===== src/rtl/router_pkt_fifo.sv =====
// rtl/router_pkt_fifo.sv - parametrised router channel FIFO with header tags and packet tracking
module router_pkt_fifo #(
    parameter int DATA_W   = 8,
    parameter int DEPTH    = 16,
    parameter int LEN_LSB  = 2,
    parameter int AFULL_TH = 14
) (
    input  logic                     clk,
    input  logic                     resetn,
    input  logic                     soft_reset,
    input  logic                     write_enb,
    input  logic                     read_enb,
    input  logic                     lfd_state,
    input  logic [DATA_W-1:0]        data_in,
    output logic [DATA_W-1:0]        data_out,
    output logic                     data_valid,
    output logic                     full,
    output logic                     empty,
    output logic                     almost_full,
    output logic [$clog2(DEPTH):0]   fill_count,
    output logic                     pkt_done,
    output logic                     err_ovf,
    output logic                     err_udf
);

    localparam int ADDR_W = $clog2(DEPTH);
    localparam int PTR_W  = ADDR_W + 1;
    localparam int LEN_W  = DATA_W - LEN_LSB;
    localparam int CNT_W  = LEN_W + 1;
    localparam logic [PTR_W-1:0] AFULL_LVL = PTR_W'(AFULL_TH);

    logic [DATA_W:0]       mem [DEPTH];
    logic [PTR_W-1:0]      wr_ptr;
    logic [PTR_W-1:0]      rd_ptr;
    logic                  lfd_d;
    logic [CNT_W-1:0]      byte_cnt;
    logic                  wr_accept;
    logic                  rd_accept;
    logic [DATA_W:0]       rd_word;
    logic                  rd_hdr;
    logic [LEN_W-1:0]      rd_len;

    // Flags come only from registered pointers, never from the request inputs.
    assign full        = (wr_ptr[ADDR_W] != rd_ptr[ADDR_W]) &&
                         (wr_ptr[ADDR_W-1:0] == rd_ptr[ADDR_W-1:0]);
    assign empty       = (wr_ptr == rd_ptr);
    assign fill_count  = wr_ptr - rd_ptr;
    assign almost_full = (fill_count >= AFULL_LVL);

    assign wr_accept = write_enb && !full;
    assign rd_accept = read_enb && !empty;

    assign rd_word = mem[rd_ptr[ADDR_W-1:0]];
    assign rd_hdr  = rd_word[DATA_W];
    assign rd_len  = rd_word[DATA_W-1:LEN_LSB];

    always_ff @(posedge clk) begin
        if (wr_accept && !soft_reset) begin
            mem[wr_ptr[ADDR_W-1:0]] <= {lfd_d, data_in};
        end
    end

    always_ff @(posedge clk or negedge resetn) begin
        if (!resetn) begin
            wr_ptr     <= '0;
            rd_ptr     <= '0;
            lfd_d      <= 1'b0;
            byte_cnt   <= '0;
            data_out   <= '0;
            data_valid <= 1'b0;
            pkt_done   <= 1'b0;
            err_ovf    <= 1'b0;
            err_udf    <= 1'b0;
        end else if (soft_reset) begin
            wr_ptr     <= '0;
            rd_ptr     <= '0;
            lfd_d      <= 1'b0;
            byte_cnt   <= '0;
            data_out   <= '0;
            data_valid <= 1'b0;
            pkt_done   <= 1'b0;
            err_ovf    <= 1'b0;
            err_udf    <= 1'b0;
        end else begin
            lfd_d      <= lfd_state;
            data_valid <= rd_accept;
            pkt_done   <= 1'b0;

            if (wr_accept) begin
                wr_ptr <= wr_ptr + PTR_W'(1);
            end

            // A blocked half of a simultaneous request is not an error.
            if (write_enb && full && !read_enb) begin
                err_ovf <= 1'b1;
            end
            if (read_enb && empty && !write_enb) begin
                err_udf <= 1'b1;
            end

            if (rd_accept) begin
                rd_ptr   <= rd_ptr + PTR_W'(1);
                data_out <= rd_word[DATA_W-1:0];
                // A header always restarts the count, truncating any packet in flight.
                if (rd_hdr) begin
                    byte_cnt <= {1'b0, rd_len} + CNT_W'(1);
                end else if (byte_cnt != '0) begin
                    byte_cnt <= byte_cnt - CNT_W'(1);
                    pkt_done <= (byte_cnt == CNT_W'(1));
                end
            end
        end
    end

endmodule

===== config.mk =====
export PLATFORM = sky130hd
export DESIGN_NAME = router_pkt_fifo
export DESIGN_NICKNAME = d
export VERILOG_FILES = /design/src/rtl/router_pkt_fifo.sv
export SDC_FILE = /design/constraint.sdc
export NUM_CORES = 1
export LEC_CHECK = 0
export CAP_MARGIN = 20
export CELL_PAD_IN_SITES_DETAIL_PLACEMENT = 1
export CELL_PAD_IN_SITES_GLOBAL_PLACEMENT = 1
export CORE_UTILIZATION = 45
export DETAILED_ROUTE_END_ITERATION = 12
export GPL_TIMING_DRIVEN = 0
export PLACE_DENSITY_LB_ADDON = 0.12
export SKIP_LAST_GASP = 1
export SYNTH_ARGS = -nofsm -noshare
export SYNTH_HDL_FRONTEND = slang
export SYNTH_SLANG_ARGS = --single-unit

===== constraint.sdc =====
create_clock -name clk -period 9 [get_ports clk]
set_input_delay 1.8 -clock clk [delete_from_list [all_inputs] [get_ports clk]]
set_output_delay 1.8 -clock clk [all_outputs]
set_load 0.005 [all_outputs]

==> results of run 1 <==
==> registers in the layout, indices dropped and copies added (netlist names) <==
name / count
wr_ptr: 5
byte_cnt: 7
rd_ptr: 5
data_out: 8
pkt_done: 1
err_ovf: 1
mem: 144
lfd_d: 1
err_udf: 1
data_valid: 1
==> metrics by stage <==
step | total power (µW) | worst slack (ns) | cells | utilization | instance area (µm²)
after floorplan | 1190 | 5.12 | 446 | - | 7340
after global placement | 1310 | 4.17 | 695 | 0.500 | 7940
after detailed placement | 1330 | 4.15 | 711 | 0.511 | 8120
after CTS | 2060 | 3.68 | 742 | 0.548 | 8700
after global routing | 2120 | 3.57 | 742 | 0.548 | 8700
final | 2040 | 3.76 | 742 | 0.548 | 8700
==> kinds of logic after synthesis <==
kind of cell / after synthesis / share of synthesized area
adder cells (fa/ha/maj): 14 / 0.0249
multiplexers: 39 / 0.121
XOR/XNOR: 17 / 0.0203
AO/OA/AOI/OAI: 58 / 0.0522
flip-flops: 174 / 0.691
AND/OR/NAND/NOR: 111 / 0.0665
buffers and inverters: 33 / 0.0235
==> routing by layer <==
metal | part of all wire | up-vias | GRT usage
li1 | - | 1857 | -
met1 | 0.44 | 2165 | 0.300
met2 | 0.50 | 87 | 0.386
met3 | 0.032 | 28 | 0.0484
met4 | 0.026 | 0 | 0.0992
met5 | 0 | - | 0
==> power groups by stage <==
stage | clock network [µW] | logic [µW] | registers (µW)
2_1_floorplan | 0 | 263 | 929
3_3_place_gp | 0 | 379 | 933
3_5_place_dp | 0 | 395 | 935
4_1_cts | 745 | 398 | 918
5_1_grt | 768 | 433 | 921
6_report | 731 | 390 | 918
==> layout make-up <==
type	instances	area, µm²
flip-flops and latches	174	5070
plain buffers	21	128
multi-input cells	239	2110
clock buffers	17	425
fillers	1517	7180
clock inverters	14	151
repair buffers	49	494
inverters	12	45.0
well taps	216	270
==> synthesized netlist by cell type (2+ instances only) <==
cell,count
nor2b_1,5
clkinv_1,2
buf_2,6
o22ai_1,2
a22oi_1,11
a21oi_1,16
o21ai_1,3
o21ai_0,7
nor3_1,6
buf_1,2
nand4_1,3
edfxtp_1,144
nor2_1,33
o31ai_1,3
xor2_1,9
mux4_2,36
buf_8,2
a31oi_1,2
inv_1,10
clkbuf_1,7
dfrtp_1,30
nand3_1,11
nand2_1,44
xnor2_1,8
and4b_1,2
a22o_1,3
buf_4,3
mux4_1,3
nand2b_1,2
ha_1,13
a21o_1,2
==> placed cells by master (no fill, tap or decap), types with 5 or more instances in the layout <==
cell type        Yosys  final
a21oi_1             16     16
a22oi_1             11     11
buf_2                6      7
buf_4                3      6
buf_6                1     14
clkbuf_1             7      7
clkbuf_16            0     17
clkdlybuf4s50_1      0     32
clkinv_1             2      6
dfrtp_1             30     30
edfxtp_1           144    144
ha_1                13     13
inv_1               10     10
mux4_2              36     36
nand2_1             44     44
nand3_1             11     11
nor2_1              33     33
nor2b_1              5      5
o21ai_0              7      7
xnor2_1              8      8
xor2_1               9      9
==> critical path: stages, from the launching register on <==
cell	delay, ns
dfrtp_1	0.35
buf_2	0.25
buf_2	0.31
buf_2	0.34
inv_1	0.13
fa_1	0.44
a21o_1	0.17
a21oi_1	0.20
xnor2_1	0.17
a31o_2	0.13
clkdlybuf4s50_1	0.51
==> worst min path at each step <==
stage,endpoint,from
after floorplan,err_ovf,err_ovf
after global placement,err_udf,err_udf
after detailed placement,err_udf,err_udf
after CTS,err_ovf,err_ovf
after global routing,err_udf,err_udf
final,err_ovf,err_ovf
==> reports/results.tsv, run 1 <==
stage	metric	value	unit
sta	max_freq	191	MHz
routing	wire_per_inst	23.7	µm
cells_and_area	drive_gt1_frac	0.188	
synthesis	seq_area_frac_synth	0.691	
cells_and_area	antenna_cells	0	
synthesis	synth_edf_count	144	
worst_setup_path	startpoint_type	flop	
synthesis	ys.flop_type	edfxtp_1	
sta	fin_setup_tns	0	ns
power	power_density	234	mW/mm²
sta	rsz0062_at_grt	false	
synthesis	syn_area_per_cell	16.5	µm²
clock_tree	path_clk_slew	0.06	ns
synthesis	async_flop_share	0.172	
power	p_clk_frac	0.358	
sta	period_needed	5.24	ns
die	die_x	130	µm
power	p_int	1510	µW
routing	routed_wirelength	17600	µm
routing	drcViolationCount	0	
routing	dr.pass1.iters	4	
global_route	grt_max_degree	31	
synthesis	synth_area_leaders	edfxtp_1 (59%), mux4_2 (11%), dfrtp_1 (10%), nand2_1 (2.3%), ha_1 (2.2%)	
job	drv_cap	0	
sta	setup_viol	0	
routing	drtIter0Drc	312	
global_route	antenna_found_initial	0	
routing	vias	4137	
sta	finalMaxSlewViolations	0	
power	seq_power_share	0.450	
die	core-area	0.0159	mm²
clock_tree	holdBufCountCts	0	
worst_setup_path	endpoint	almost_full	
worst_setup_path	reg2reg_to	mem[10][5]	
clock_tree	cts_resized	0	
sta	finalClockSkew	0.00898	ns
power	p_switching	530	µW
synthesis	ys_types	47	
sta	worst_pin_slew	0.726	ns
routing	ant_nets	0	
placement	place.gp.congestion	0.778	
power	switching_share	0.260	
global_route	grt_pass1_vias	4481	
die	ios	34	
clock_tree	clock-root-buffer	clkbuf_16	
clock_tree	clockBufferDepth	2	
sta	fin_crit_sh	0.583	
power	worst_ir_drop_vdd	0.144	mV
worst_hold_path	hp-class	flop to flop	
clock_tree	postCtsSetupBuffers	0	
synthesis	yosysTopAreaCellShare	0.589	
clock_tree	cts_tree	yes	
worst_setup_path	crit_type	flop to output pin	
worst_setup_path	reg2reg_slack	5.37	ns
routing	viasPerCell	5.58	
clock_tree	numCtsBuffers	17	
die	fp-row-count	46	
synthesis	ys_ff_latch	174	
synthesis	syn_nets	474	
clock_tree	cts.sinks	174	
clock_tree	clkLatencyLatePin	0.43	ns
cells_and_area	area_delta_synth_final	18.5	%
cells_and_area	final_net_count	542	
sta	holdWs	0.507	ns
run_status	status	complete, no violations	
clock_tree	htreeDepth	4	
sta	slew_headroom	0.516	
worst_setup_path	r2r_cells	11	
power	p_leak	0.00300	µW
worst_setup_path	worst_setup_path_end_kind	output pin	
sta	finalHoldViolCount	0	
synthesis	yosysTopAreaCell	edfxtp_1	
power	comb_power_share	0.191	
placement	dpl.hpwl	12400	µm
die	start_util	0.462	
global_route	grt_usage	0.233	
global_route	grt_first_pass_wirelength	27000	µm
synthesis	ys.warnings.count	0	
worst_setup_path	critPathMaxFanout	10	
worst_hold_path	hold_depth	2	
die	die_area	0.0168	mm²
global_route	gr-total-overflow	0	
worst_setup_path	worst-endpoint-arrival	3.44	ns
worst_setup_path	crit_start	rd_ptr[1]	
die	die_h	130	µm
worst_setup_path	cp.required	7.20	ns
worst_setup_path	reg2reg_from	rd_ptr[1]	
synthesis	synth_cells	446	
synthesis	syn_area	0.00734	mm²
placement	portBuffers	33	
(Power assumes the default switching activity.)
==> run 2: changes to the inputs <==
==> constraint.sdc (replaced) <==
create_clock -name clk -period 5 [get_ports clk]
set_input_delay 1 -clock clk [delete_from_list [all_inputs] [get_ports clk]]
set_output_delay 1 -clock clk [all_outputs]
set_load 0.005 [all_outputs]
==> results of run 2 <==
The final DEF is identical to that of run 1. Status: complete, no violations.
Among the figures that moved: setup slack after placement 4.15 ns -> 0.948 ns; setup slack after layout 3.76 ns -> 0.556 ns; register-to-register setup slack 5.37 ns -> 1.37 ns; total power 2040 µW -> 3670 µW; worst IR drop on VDD 0.144 mV -> 0.259 mV
==> run 3: changes to the inputs <==
--- a/config.mk
+++ b/config.mk
@@ -10,6 +10,7 @@
 export CELL_PAD_IN_SITES_GLOBAL_PLACEMENT = 1
 export CORE_UTILIZATION = 45
 export DETAILED_ROUTE_END_ITERATION = 12
+export DONT_BUFFER_PORTS = 1
 export GPL_TIMING_DRIVEN = 0
 export PLACE_DENSITY_LB_ADDON = 0.12
 export SKIP_LAST_GASP = 1
==> reports/results.tsv, run 3 (synthesis gave the netlist of run 1 again) <==
stage	metric	value	unit	change
worst_setup_path	crit_family	buffers and inverters		
cells_and_area	area_delta_synth_final	14.5	%	
die	die_area	0.0168	mm²	unchanged
sta	finalHoldViolCount	0		unchanged
routing	vias	4013		-3.0%
worst_setup_path	crit_buf_inv	4		-1
cells_and_area	fin_cells	709		-4.4%
clock_tree	htreeDepth	4		unchanged
worst_setup_path	critPathMaxFanout	10		unchanged
routing	dr.pass1.iters	4		unchanged
power	p_leak	0.00290	µW	-3.3%
worst_setup_path	crit_path_frequent_cell	buf_2		
sta	rsz0062_at_grt	false		
routing	routed_wirelength	17200	µm	-2.0%
global_route	grt_first_pass_wirelength	26300	µm	-2.5%
global_route	grt_max_degree	31		unchanged
cells_and_area	largest_register_ffs	144		unchanged
power	power	3630	µW	
worst_setup_path	crit_type	flop to output pin		
sta	finalClockSkew	0.00693	ns	-0.00206 ns
die	core-area	0.0159	mm²	unchanged
clock_tree	cts_resized	0		unchanged
sta	max_freq	248	MHz	
sta	slew_headroom	0.299		-0.217
clock_tree	cts_tree	yes		
sta	fin_crit_sh	0.807		
clock_tree	clkLatencyLatePin	0.42	ns	about the same
global_route	grt_pass1_vias	4397		-1.9%
run_status	status	complete, no violations		
sta	fin_ws	0.965	ns	
cells_and_area	drive_gt1_frac	0.207		+0.0187
clock_tree	postCtsSetupBuffers	0		unchanged
global_route	antenna_found_initial	0		unchanged
global_route	grt_usage	0.226		-0.00714
die	fp-row-count	46		unchanged
worst_setup_path	path_cells	buf_2 > buf_2 > buf_2 > inv_1 > fa_1 > a21o_1 > a21oi_1 > xnor2_1 > a31o_2		
worst_setup_path	critPathMaxStageDelay	0.45	ns	-0.06 ns
clock_tree	holdBufCountCts	0		unchanged
power	power_density	432	mW/mm²	
worst_setup_path	worst-endpoint-arrival	3.04	ns	-0.40 ns
placement	dpl.hpwl	12100	µm	-2.2%
worst_setup_path	reg2reg_to	mem[5][7]		
clock_tree	clockBufferDepth	2		unchanged
worst_hold_path	hp-class	input port to async pin		
die	die_x	130	µm	unchanged
die	die_h	130	µm	unchanged
worst_setup_path	r2r_cells	10		-1
power	worst_ir_drop_vdd	0.247	mV	
worst_setup_path	reg2reg_from	rd_ptr[1]		
cells_and_area	layout_commonest_cell	edfxtp_1		
cells_and_area	fillers	1512		-0.33%
worst_setup_path	reg2reg_slack	1.13	ns	
clock_tree	cts.sinks	174		unchanged
global_route	gr-total-overflow	0		unchanged
placement	place_area	0.00779	mm²	-4.1%
placement	dp_worst_setup_slack	1.02	ns	
placement	portBuffers	0		-100%
routing	drtIter0Drc	255		-18%
routing	ant_nets	0		unchanged
routing	drcViolationCount	0		unchanged
die	ios	34		unchanged
worst_setup_path	slowest_stage	fa_1		
clock_tree	path_clk_slew	0.07	ns	about the same
sta	finalMaxSlewViolations	0		unchanged
routing	viasPerCell	5.66		+1.5%
worst_setup_path	worst_setup_path_end_kind	output pin		
cells_and_area	antenna_cells	0		unchanged
die	start_util	0.462		unchanged
cells_and_area	fin_area	0.00841	mm²	-3.4%
routing	wire_per_inst	24.3	µm	+2.5%
clock_tree	numCtsBuffers	17		unchanged
placement	dp.cells	676		-4.9%
sta	fin_setup_tns	0	ns	unchanged
worst_setup_path	startpoint_type	flop		
cells_and_area	layout_common_cells	edfxtp_1 (144), nand2_1 (44), mux4_2 (36)		
sta	setup_viol	0		unchanged
sta	period_needed	4.04	ns	
job	drv_cap	0		unchanged
worst_setup_path	cp.required	4.00	ns	
placement	place.gp.congestion	0.784		+0.85%
sta	worst_pin_slew	1.05	ns	+0.321 ns
clock_tree	clock-root-buffer	clkbuf_16		
cells_and_area	final_net_count	508		-6.3%
run 3: metal layers:
layer,wire [µm],track usage
met2,8810,0.381
met4,165,0.0643
met5,0,0
met1,7480,0.295
met3,748,0.0500
run 3: area by class of cell:
| class | count | area, µm² | share of cell area |
|---|---|---|---|
| multi-input cells | 239 | 2110 | 0.251 |
| clock inverters | 15 | 181 | 0.0216 |
| well taps | 216 | 270 | 0.0322 |
| inverters | 12 | 45.0 | 0.00536 |
| plain buffers | 21 | 128 | 0.0152 |
| clock buffers | 17 | 425 | 0.0506 |
| repair buffers | 15 | 169 | 0.0201 |
| flip-flops and latches | 174 | 5070 | 0.604 |
run 3: metrics by stage:
stage	utilization	hold WS, ns
6_report	0.529	0.266
4_1_cts	0.528	0.243
3_3_place_gp	0.479	0.503
5_1_grt	0.529	0.237
3_5_place_dp	0.490	0.534
2_1_floorplan	-	0.486
run 3: report_power, final:
| part | switching [µW] | internal, µW | leakage (µW) |
|---|---|---|---|
| Clock | 573 | 796 | 0.000301 |
| Sequential | 42.9 | 1610 | 0.00171 |
| Combinational | 337 | 271 | 0.000892 |
run 3: worst max-delay path by stage:
stage               startpoint           to  depth (start not counted)
floorplan            rd_ptr[1]  almost_full                          9
global placement     rd_ptr[1]    mem[2][7]                         10
detailed placement   rd_ptr[1]    mem[5][3]                         10
CTS                  rd_ptr[1]  almost_full                          9
global route         rd_ptr[1]  almost_full                          9
finish               rd_ptr[1]  almost_full                          9
run 3: worst reg2reg max path, cell delays in order, from the launching register on:
cell	delay, ns
dfrtp_1	0.36
buf_2	0.26
buf_2	0.32
buf_2	0.37
inv_1	0.15
ha_1	0.31
nand4_1	0.18
o21ai_0	0.19
nor2_1	0.29
nand2_1	0.22
nor2_1	0.83
